--- config.mk ---
export PLATFORM = sky130hd
export DESIGN_NAME = mem_stage
export DESIGN_NICKNAME = d
export VERILOG_FILES = /design/src/rtl/mem_stage_pkg.sv /design/src/rtl/mem_align.sv /design/src/rtl/mem_stage.sv
export SDC_FILE = /design/constraint.sdc
export NUM_CORES = 1
export LEC_CHECK = 0
export CAP_MARGIN = 10
export CORE_ASPECT_RATIO = 1.2
export CORE_MARGIN = 2
export CORE_UTILIZATION = 44
export DETAILED_ROUTE_END_ITERATION = 16
export PLACE_DENSITY = 0.82
export SETUP_SLACK_MARGIN = 0.5
export SYNTH_ARGS = -nofsm -noshare
export SYNTH_HDL_FRONTEND = slang
export SYNTH_SLANG_ARGS = --single-unit
--- constraint.sdc ---
create_clock -name clk -period 2.3 [get_ports clk]
set_input_delay 0.69 -clock clk [delete_from_list [all_inputs] [get_ports clk]]
set_output_delay 0.69 -clock clk [all_outputs]
set_load 0.01 [all_outputs]
--- src/rtl/mem_stage_pkg.sv ---
`default_nettype none
// ============================================================================
// Module   : mem_stage_pkg
// Purpose  : Shared definitions for the memory pipeline stage: FSM state
//            encoding, access-size codes, fault codes and an alignment helper.
// Ports    : none (package)
// Revision : 1.0 - initial release
// ============================================================================
package mem_stage_pkg;

  typedef enum logic [0:0] {
    ST_IDLE = 1'b0,
    ST_BUSY = 1'b1
  } state_t;

  // Access-size codes; code 3 is reserved and behaves as a word access.
  localparam logic [1:0] SZ_BYTE = 2'd0;
  localparam logic [1:0] SZ_HALF = 2'd1;
  localparam logic [1:0] SZ_WORD = 2'd2;

  // Fault pulse codes.
  localparam logic [1:0] FAULT_NONE     = 2'b00;
  localparam logic [1:0] FAULT_MISALIGN = 2'b01;
  localparam logic [1:0] FAULT_TIMEOUT  = 2'b10;

  // Bytes are always aligned, halves need bit 0 clear, words (and the
  // reserved code) need both low bits clear.
  function automatic logic is_aligned(input logic [1:0] size,
                                      input logic [1:0] addr_lo);
    logic ok;
    case (size)
      SZ_BYTE: ok = 1'b1;
      SZ_HALF: ok = ~addr_lo[0];
      default: ok = (addr_lo == 2'b00);
    endcase
    return ok;
  endfunction

endpackage : mem_stage_pkg
`default_nettype wire

--- src/rtl/mem_align.sv ---
`default_nettype none
// ============================================================================
// Module   : mem_align
// Purpose  : Combinational lane steering for the data memory port.
//            Store side: byte enables and lane-replicated write data.
//            Load side : lane extraction with zero/sign extension.
// Ports    : i_size     - access size code
//            i_addr_lo  - byte offset within the word
//            i_signed   - sign-extend loaded byte/half
//            i_wdata    - right-aligned store data
//            i_rdata    - raw word read from memory
//            o_be       - byte enables (little-endian lanes)
//            o_wdata    - replicated store data
//            o_rdata    - extracted, extended load data
// Revision : 1.0 - initial release
// ============================================================================
module mem_align
  import mem_stage_pkg::*;
(
  input  logic [1:0]  i_size,
  input  logic [1:0]  i_addr_lo,
  input  logic        i_signed,
  input  logic [31:0] i_wdata,
  input  logic [31:0] i_rdata,
  output logic [3:0]  o_be,
  output logic [31:0] o_wdata,
  output logic [31:0] o_rdata
);

  logic [31:0] w_shifted;

  // Bring the addressed lane down to bit 0 before extension.
  assign w_shifted = i_rdata >> {i_addr_lo, 3'b000};

  always_comb begin
    o_be    = 4'b1111;
    o_wdata = i_wdata;
    o_rdata = i_rdata;
    case (i_size)
      SZ_BYTE: begin
        o_be    = 4'b0001 << i_addr_lo;
        o_wdata = {4{i_wdata[7:0]}};
        o_rdata = {{24{i_signed & w_shifted[7]}}, w_shifted[7:0]};
      end
      SZ_HALF: begin
        o_be    = i_addr_lo[1] ? 4'b1100 : 4'b0011;
        o_wdata = {2{i_wdata[15:0]}};
        o_rdata = {{16{i_signed & w_shifted[15]}}, w_shifted[15:0]};
      end
      default: begin
        o_be    = 4'b1111;
        o_wdata = i_wdata;
        o_rdata = i_rdata;
      end
    endcase
  end

endmodule : mem_align
`default_nettype wire

--- src/rtl/mem_stage.sv ---
`default_nettype none
// ============================================================================
// Module   : mem_stage
// Purpose  : Pipeline memory stage. ALU results pass straight to writeback;
//            loads/stores are latched and issued to a ready-handshaked data
//            memory, with back-pressure to execute, misalignment detection
//            and a wait timeout.
// Ports    : clk, rst (sync, active-low)
//            *_EX       - operation from execute
//            stall_MEM  - back-pressure to execute
//            dmem_*     - data memory request/response
//            wb_*_WB    - register-file write pulse
//            fault_MEM  - fault pulse (01 misaligned, 10 timeout)
// Revision : 1.0 - initial release
// ============================================================================
module mem_stage
  import mem_stage_pkg::*;
#(
  parameter int DMEM_AW = 10,
  parameter int TIMEOUT = 15
) (
  input  logic               clk,
  input  logic               rst,
  input  logic               req_EX,
  input  logic               is_mem_EX,
  input  logic               we_EX,
  input  logic [1:0]         size_EX,
  input  logic               signed_EX,
  input  logic [31:0]        addr_EX,
  input  logic [31:0]        wdata_EX,
  input  logic [4:0]         rd_EX,
  output logic               stall_MEM,
  output logic               dmem_req,
  output logic               dmem_we,
  output logic [DMEM_AW-1:0] dmem_addr,
  output logic [3:0]         dmem_be,
  output logic [31:0]        dmem_wdata,
  input  logic               dmem_ready,
  input  logic [31:0]        dmem_rdata,
  output logic               wb_valid_WB,
  output logic [4:0]         wb_rd_WB,
  output logic [31:0]        wb_data_WB,
  output logic [1:0]         fault_MEM
);

  // Counter value in the last BUSY cycle allowed before the abort.
  localparam logic [3:0] C_CNT_LAST = 4'(TIMEOUT - 1);

  state_t              state_q, state_d;
  logic [3:0]          cnt_q, cnt_d;
  logic                we_q, we_d;
  logic [1:0]          size_q, size_d;
  logic                sgn_q, sgn_d;
  logic [DMEM_AW+1:0]  addr_q, addr_d;
  logic [31:0]         wdata_q, wdata_d;
  logic [4:0]          rd_q, rd_d;
  logic                wb_valid_q, wb_valid_d;
  logic [4:0]          wb_rd_q, wb_rd_d;
  logic [31:0]         wb_data_q, wb_data_d;
  logic [1:0]          fault_q, fault_d;

  logic [31:0]         w_load_data;
  logic                w_busy;

  assign w_busy = (state_q == ST_BUSY);

  mem_align u_align (
    .i_size    (size_q),
    .i_addr_lo (addr_q[1:0]),
    .i_signed  (sgn_q),
    .i_wdata   (wdata_q),
    .i_rdata   (dmem_rdata),
    .o_be      (dmem_be),
    .o_wdata   (dmem_wdata),
    .o_rdata   (w_load_data)
  );

  // Memory port is driven only from the latched request, so it stays
  // stable for the whole BUSY window regardless of execute's inputs.
  assign dmem_req  = w_busy;
  assign dmem_we   = w_busy & we_q;
  assign dmem_addr = addr_q[DMEM_AW+1:2];

  assign wb_valid_WB = wb_valid_q;
  assign wb_rd_WB    = wb_rd_q;
  assign wb_data_WB  = wb_data_q;
  assign fault_MEM   = fault_q;

  always_comb begin
    state_d    = state_q;
    cnt_d      = cnt_q;
    we_d       = we_q;
    size_d     = size_q;
    sgn_d      = sgn_q;
    addr_d     = addr_q;
    wdata_d    = wdata_q;
    rd_d       = rd_q;
    wb_valid_d = 1'b0;
    wb_rd_d    = wb_rd_q;
    wb_data_d  = wb_data_q;
    fault_d    = FAULT_NONE;
    stall_MEM  = 1'b0;

    case (state_q)
      ST_IDLE: begin
        if (req_EX) begin
          if (!is_mem_EX) begin
            wb_valid_d = 1'b1;
            wb_rd_d    = rd_EX;
            wb_data_d  = addr_EX;
          end else if (is_aligned(size_EX, addr_EX[1:0])) begin
            // Hold execute in the accepting cycle; it releases only when
            // the access completes or aborts.
            stall_MEM = 1'b1;
            state_d   = ST_BUSY;
            cnt_d     = 4'd0;
            we_d      = we_EX;
            size_d    = size_EX;
            sgn_d     = signed_EX;
            addr_d    = addr_EX[DMEM_AW+1:0];
            wdata_d   = wdata_EX;
            rd_d      = rd_EX;
          end else begin
            fault_d = FAULT_MISALIGN;
          end
        end
      end
      ST_BUSY: begin
        if (dmem_ready) begin
          state_d = ST_IDLE;
          if (!we_q) begin
            wb_valid_d = 1'b1;
            wb_rd_d    = rd_q;
            wb_data_d  = w_load_data;
          end
        end else if (cnt_q == C_CNT_LAST) begin
          // Stall drops here too so execute retires the aborted op
          // instead of re-presenting it in IDLE.
          state_d = ST_IDLE;
          cnt_d   = 4'd0;
          fault_d = FAULT_TIMEOUT;
        end else begin
          stall_MEM = 1'b1;
          cnt_d     = cnt_q + 4'd1;
        end
      end
      default: state_d = ST_IDLE;
    endcase
  end

  always_ff @(posedge clk) begin
    if (!rst) begin
      state_q    <= ST_IDLE;
      cnt_q      <= 4'd0;
      we_q       <= 1'b0;
      size_q     <= SZ_WORD;
      sgn_q      <= 1'b0;
      addr_q     <= '0;
      wdata_q    <= 32'd0;
      rd_q       <= 5'd0;
      wb_valid_q <= 1'b0;
      wb_rd_q    <= 5'd0;
      wb_data_q  <= 32'd0;
      fault_q    <= FAULT_NONE;
    end else begin
      state_q    <= state_d;
      cnt_q      <= cnt_d;
      we_q       <= we_d;
      size_q     <= size_d;
      sgn_q      <= sgn_d;
      addr_q     <= addr_d;
      wdata_q    <= wdata_d;
      rd_q       <= rd_d;
      wb_valid_q <= wb_valid_d;
      wb_rd_q    <= wb_rd_d;
      wb_data_q  <= wb_data_d;
      fault_q    <= fault_d;
    end
  end

endmodule : mem_stage
`default_nettype wire

=== After elaboration in Yosys (flattened, before gate mapping) ===
Index checks and enable logic that the tools add are counted.

* Register bits: 98
* Latch bits: 0
* Memory bits (writable): 0
* ROM bits: 0
* Input bits: 110
* Output and inout port bits: 89
* Memories kept: 0

* Add/sub/neg operators: 1
* $mul: 0
* Div/mod/pow operators: 0
* Order comparisons: 0
* Eq/ne operators: 10
* Shifts and indexed selects: 2
* Muxes and demuxes: 41
* Bitwise logic cells: 5
* Reduce and logical (&&, ||, !) cells: 6

{| class="wikitable"
|+ Operator list
! cell !! count
|-
| $pmux W32 S2 || 3
|-
| $mux W32 || 4
|-
| $shr A32 B5 Y16 || 1
|-
| $mux W4 || 6
|-
| $mux W5 || 4
|-
| $pmux W4 S2 || 2
|-
| $mux W1 || 15
|-
| $ne A2 B2 Y1 const B || 7
|-
| $reduce_and A4 Y1 || 3
|-
| $pmux W5 S2 || 1
|-
| $logic_not A2 Y1 || 3
|-
| $pmux W1 S2 || 3
|-
| $add A4 B1 Y4 const B || 1
|-
| $eq A2 B1 Y1 const B || 2
|-
| $eq A4 B4 Y1 const B || 1
|-
| $mux W2 || 2
|-
| $pmux W2 S2 || 1
|-
| $shl A1 B2 Y4 const A || 1
|-
| $and A1 B1 Y1 || 3
|-
| $not A1 Y1 || 2
|}

=== Longest topological paths before layout ===
* Depth in word-level cells: 9
* Depth in mapped cells: 6

=== Hierarchy ===
From an unflattened synthesis, not the netlist that was laid out.

* Cells, all modules: 665
* Area total of the unflattened synthesis: 5,700.5 µm²

{| class="wikitable"
|+ Modules (own cells, without submodules)
! module !! instances !! cells each !! area each (µm²) !! seq. area each (µm²)
|-
| mem_stage || 1 || 465 || 4,418.0 || 1,961.9
|-
| mem_align || 1 || 200 || 1,282.5 || 0.0
|}

=== Worst setup path before layout ===
No wires, ideal clock.

* Path kind: input-to-output
* Start point: input port addr_EX[0]
* End point: output port stall_MEM
* Data arrival time: 1.298 ns
* Slack: 0.312 ns
* Cell stages on the path: 3
* Path buffers: 0
* Path through: o21ai_1 nand3_1 o31ai_1

* Cells in the longest elaborated chain, start to end: 9

{| class="wikitable"
|+ RTL lines
! item !! RTL line !! text
|-
| from (decl) || mem_stage.sv:29 || <nowiki>input logic [31:0] addr_EX,</nowiki>
|-
| $logic_not A2 Y1 or $not A1 Y1 (tied branches) || mem_stage_pkg.sv:34, mem_stage_pkg.sv:33 ||
|-
| $pmux W1 S2 * || mem_stage_pkg.sv:31 || <nowiki>case (size)</nowiki>
|-
| $mux W1 * || mem_stage.sv:107 || <nowiki>if (!is_mem_EX) begin</nowiki>
|-
| $mux W1 * || mem_stage.sv:106 || <nowiki>if (req_EX) begin</nowiki>
|-
| $mux W1 * || mem_stage.sv:104 || <nowiki>case (state_q)</nowiki>
|-
| $mux W1 * || mem_stage.sv:111 || <nowiki>end else if (is_aligned(size_EX, addr_EX[1:0])) begin</nowiki>
|-
| $mux W1 * || mem_stage.sv:107 ||
|-
| $mux W1 * || mem_stage.sv:106 ||
|-
| $pmux W1 S2 * || mem_stage.sv:104 ||
|-
| to (decl) || mem_stage.sv:32 || <nowiki>output logic stall_MEM,</nowiki>
|}

Every way passes the cells marked *; elsewhere a longest branch is shown, timed or not. The select of a mux whose other input is x is not followed.

=== Worst setup path in the final report ===
* Start point: register size_q[0]
* End point: output port dmem_wdata[24]

* Cells in the longest elaborated chain, start to end: 2

{| class="wikitable"
|+ RTL lines
! item !! RTL line !! text
|-
| from (decl) || mem_stage.sv:52 || <nowiki>logic [1:0] size_q, size_d;</nowiki>
|-
| from (signal assigned) || mem_stage.sv:169 || <nowiki>size_q <= size_d;</nowiki>
|-
| $eq A2 B1 Y1 or $logic_not A2 Y1 (tied branches) || mem_align.sv:39 || <nowiki>case (i_size)</nowiki>
|-
| $pmux W32 S2 * || mem_align.sv:39 ||
|-
| to (decl) || mem_stage.sv:37 || <nowiki>output logic [31:0] dmem_wdata,</nowiki>
|}

Every way passes the cells marked *; elsewhere a longest branch is shown, timed or not.

==> run_results.csv <==
group,metric,value,unit
power,p_sw,0.001141,W
critical_path,r2r_start,"size_q[1]$_SDFFE_PN1P_",
hold_path,min_delay_path_depth,2,
place,hpwl,11890,um
synthesis,synth_edf_count,0,
synthesis,ys_seq_elements,98,
synthesis,synth_cells,603,
global_routing,grt_pass1_vias,5495,
drt,ant_nets,0,
power,sw_frac_of_total,26.24,%
critical_path,startpoint,"size_q[0]$_SDFFE_PN0P_",
critical_path,cpMostUsedCell,"buf_6",
clock_tree,insertion_delay,340,ps
timing,fmax,0.4696,GHz
critical_path,worst-setup-path-type,"reg -> out",
floorplanning,start_util,45.28,%
run,max_cap_violations,0,
critical_path,arrival,1440,ps
timing,worst_slew_pin_slew,572.0,ps
global_routing,grt_max_degree,87,
power,intPower,0.003206,W
synthesis,yosysTopAreaCell,"dfxtp_1",
drt,wl_met3,1343,um
clock_tree,cts_buffer_depth,2,
critical_path,slowest_stage,"dfxtp_4",
critical_path,cp.required,1610,ps
global_routing,grt_pass1_wl,27060,um
synthesis,yosysTopAreaCellShare,39.07,%
critical_path,cpPeakStageDelay,400,ps
synthesis,syn_area_per_cell,8.327,sq um
drt,route.detailed.drc,0,
clock_tree,cts.sinks,98,
drt,vias,5273,
clock_tree,clk_pin_slew_worst_paths,70,ps
power,pwr-share-clk,35.7,%
final_layout,final_core_util,73.53,%
final_layout,drive_gt1_share,24.60,%
final_layout,area_delta_synth_final,62.37,%
timing,period_share,92.59,%
clock_tree,h-tree-depth,3,
drt,top_layer_used,"met4",
clock_tree,cts_root_buf,"clkbuf_16",
hold_path,hold_end,"rd_q[4]$_SDFFE_PN0P_",
drt,routedWlPerCell,18.76,um
timing,slew_headroom,61.87,%
synthesis,async_flop_share,0,%
synthesis,synthFlopType,"dfxtp_1",
synthesis,synthTopCellsByCount,"nand2_1 (149), dfxtp_1 (98), a21boi_1 (52), clkbuf_1 (33), o21ai_0 (23)",
power,p_leak,3.333,nW
synthesis,synth_area,5021,sq um
power,power_density,533.1,nW/um^2
floorplanning,row_count,42,
clock_tree,cts_inserted_buffers,9,
drt,wl,18000,um
floorplanning,fp.coreArea,11090,sq um
critical_path,reg2reg_depth,9,
clock_tree,tritoncts,"done",
critical_path,rr_endpoint,"wb_data_WB[26]$_SDFFE_PN0P_",
global_routing,grt_antenna_before_repair,0,
critical_path,critPathMaxFanout,4,
timing,hold_viol,0,
floorplanning,die_x,101.5,um
critical_path,crit_chain,"buf_6 > buf_6 > mux2i_4 > o21ai_2 > buf_2",
outcome,status,"completed",
drt,wl_met2,9288,um
final_layout,antennaDiodeCount,0,
global_routing,grt-ovfl-total,0,
hold_path,hp-start,"rd_q[4]$_SDFFE_PN0P_",
synthesis,yosysSeqAreaShare,39.07,%
floorplanning,ios,199,
timing,period_needed,2130,ps
synthesis,ys_types,48,
synthesis,yosys_warnings,0,
floorplanning,dieHeight,121.0,um
power,p_seq_share,42.5,%
drt,first_pass_iters,5,
timing,maxSlewViolCount,0,
critical_path,end_kind,"primary output",
synthesis,synth_fp_nets,715,
hold_path,hold_path.class,"reg -> reg",
drt,avgViaCountPerCell,5.498,
drt,drt_iter0_drc,216,
synthesis,yosys-top-cells-area,"dfxtp_1 (39%), nand2_1 (11%), a21boi_1 (7.8%)",
critical_path,critPathLaunchType,"register",
power,combPwrFrac,21.8,%
timing,final-setup-viol-count,0,
drt,met1_length,6667,um
timing,clock_skew,4.400,ps
place,place_congestion,0.8486,
floorplanning,die_area,12290,sq um
timing,tns,0,ps
timing,hold_ws,452.3,ps
global_routing,grt_usage,28.20,%
synthesis,post-synth-top-count-cell,"nand2_1",
timing,rsz0062_at_grt,"true",
critical_path,reg2reg_slack,290,ps
power,ir_worst_vdd,0.0003460,V
final_layout,final_nets,912,
place,io_buffers,198,
metal layers:
layer	GRT usage [%]	vias up
li1	-	2495
met1	29.96	2528
met2	50.16	210
met3	6.624	40
met4	15.88	0
met5	0	-
power groups by stage:
stage | sequential (W) | clock (W) | combinational (W)
after CTS | 0.00184 | 0.00157 | 0.000887
after detailed placement | 0.00188 | 0 | 0.000860
after floorplan | 0.00189 | 0 | 0.000362
after global placement | 0.00188 | 0 | 0.000846
after global routing | 0.00186 | 0.00165 | 0.00101
final | 0.00185 | 0.00155 | 0.000949
state kept, by name, indices dropped and copies added, names as in the netlist:
register	flops
wb_data_WB	32
addr_q	12
wb_rd_WB	5
cnt_q	4
fault_MEM	2
rd_q	5
wb_valid_WB	1
size_q	2
we_q	1
dmem_req	1
sgn_q	1
wdata_q	32
timing repair:
item / CTS / global route
buffers inserted: 14 / 6
hold buffers: 0 / 0
gates cloned: 4 / 3
pin swaps: 17 / 14
gates resized for setup: 239 / 81
endpoints found under the setup margin: 183 / 123
layout by cell type, fill, tap and decap left out, types with 3 or more instances in the layout:
cell type	n
clkbuf_16	13
clkdlybuf4s50_1	97
dlygate4sd2_1	61
buf_4	31
a21oi_2	16
o211a_1	5
nand2_1	147
o221ai_1	8
and2_1	3
o21ai_2	6
mux2_4	16
nor2b_1	3
clkbuf_2	5
buf_12	10
a21boi_1	52
o211ai_1	22
clkdlybuf4s15_1	5
o21ai_1	7
buf_2	12
inv_1	6
a22o_1	7
o21ai_0	15
buf_6	29
mux2i_2	4
a221oi_4	5
a21o_1	3
dfxtp_2	9
mux2i_1	16
a21oi_1	11
o22ai_1	8
dfxtp_4	3
dfxtp_1	86
or3_1	18
a2bb2oi_1	6
nor2_1	5
through the flow:
| step | std cells | setup slack (ps) | power [W] | cell area [sq um] |
|---|---|---|---|---|
| floorplan | 603 | 391.8 | 0.002253 | 5099 |
| global placement | 916 | -553.7 | 0.002723 | 7209 |
| detailed placement | 916 | -541.6 | 0.002740 | 7209 |
| CTS | 950 | 103.4 | 0.004296 | 7856 |
| global route | 959 | 125.4 | 0.004511 | 8153 |
| finish | 959 | 170.4 | 0.004346 | 8153 |
worst max-delay path by stage:
stage	slack, ps	end
floorplan	390	stall_MEM
global placement	-550	stall_MEM
detailed placement	-540	stall_MEM
CTS	100	stall_MEM
global route	130	dmem_wdata[29]
finish	170	dmem_wdata[24]
kinds of logic (layout without fill, tap and decap cells):
group | Yosys count | count (layout) | share of synthesized area [%]
simple gates | 200 | 200 | 17.42
compound gates | 185 | 185 | 26.51
flops | 98 | 98 | 39.07
buf+inv | 78 | 280 | 7.874
mux | 39 | 39 | 8.447
fa+ha+maj | 2 | 2 | 0.4983
xor+xnor | 1 | 1 | 0.1745
area by class of cell:
class | instances | area [sq um]
Multi-Input combinational cell | 427 | 3055
Fill cell | 819 | 2935
Timing Repair Buffer | 257 | 2587
Sequential cell | 98 | 1984
Clock buffer | 12 | 256.5
Tap cell | 154 | 192.7
Clock inverter | 4 | 50.05
Inverter | 7 | 26.28
worst max-delay path: cells and delay by family, from the launching register on:
kind | cells | cell delay, ps
AO/OA/AOI/OAI | 1 | 90
flip-flops | 1 | 400
buffers and inverters | 3 | 360
multiplexers | 1 | 250
No activity file was read; power rests on OpenSTA's default activity.
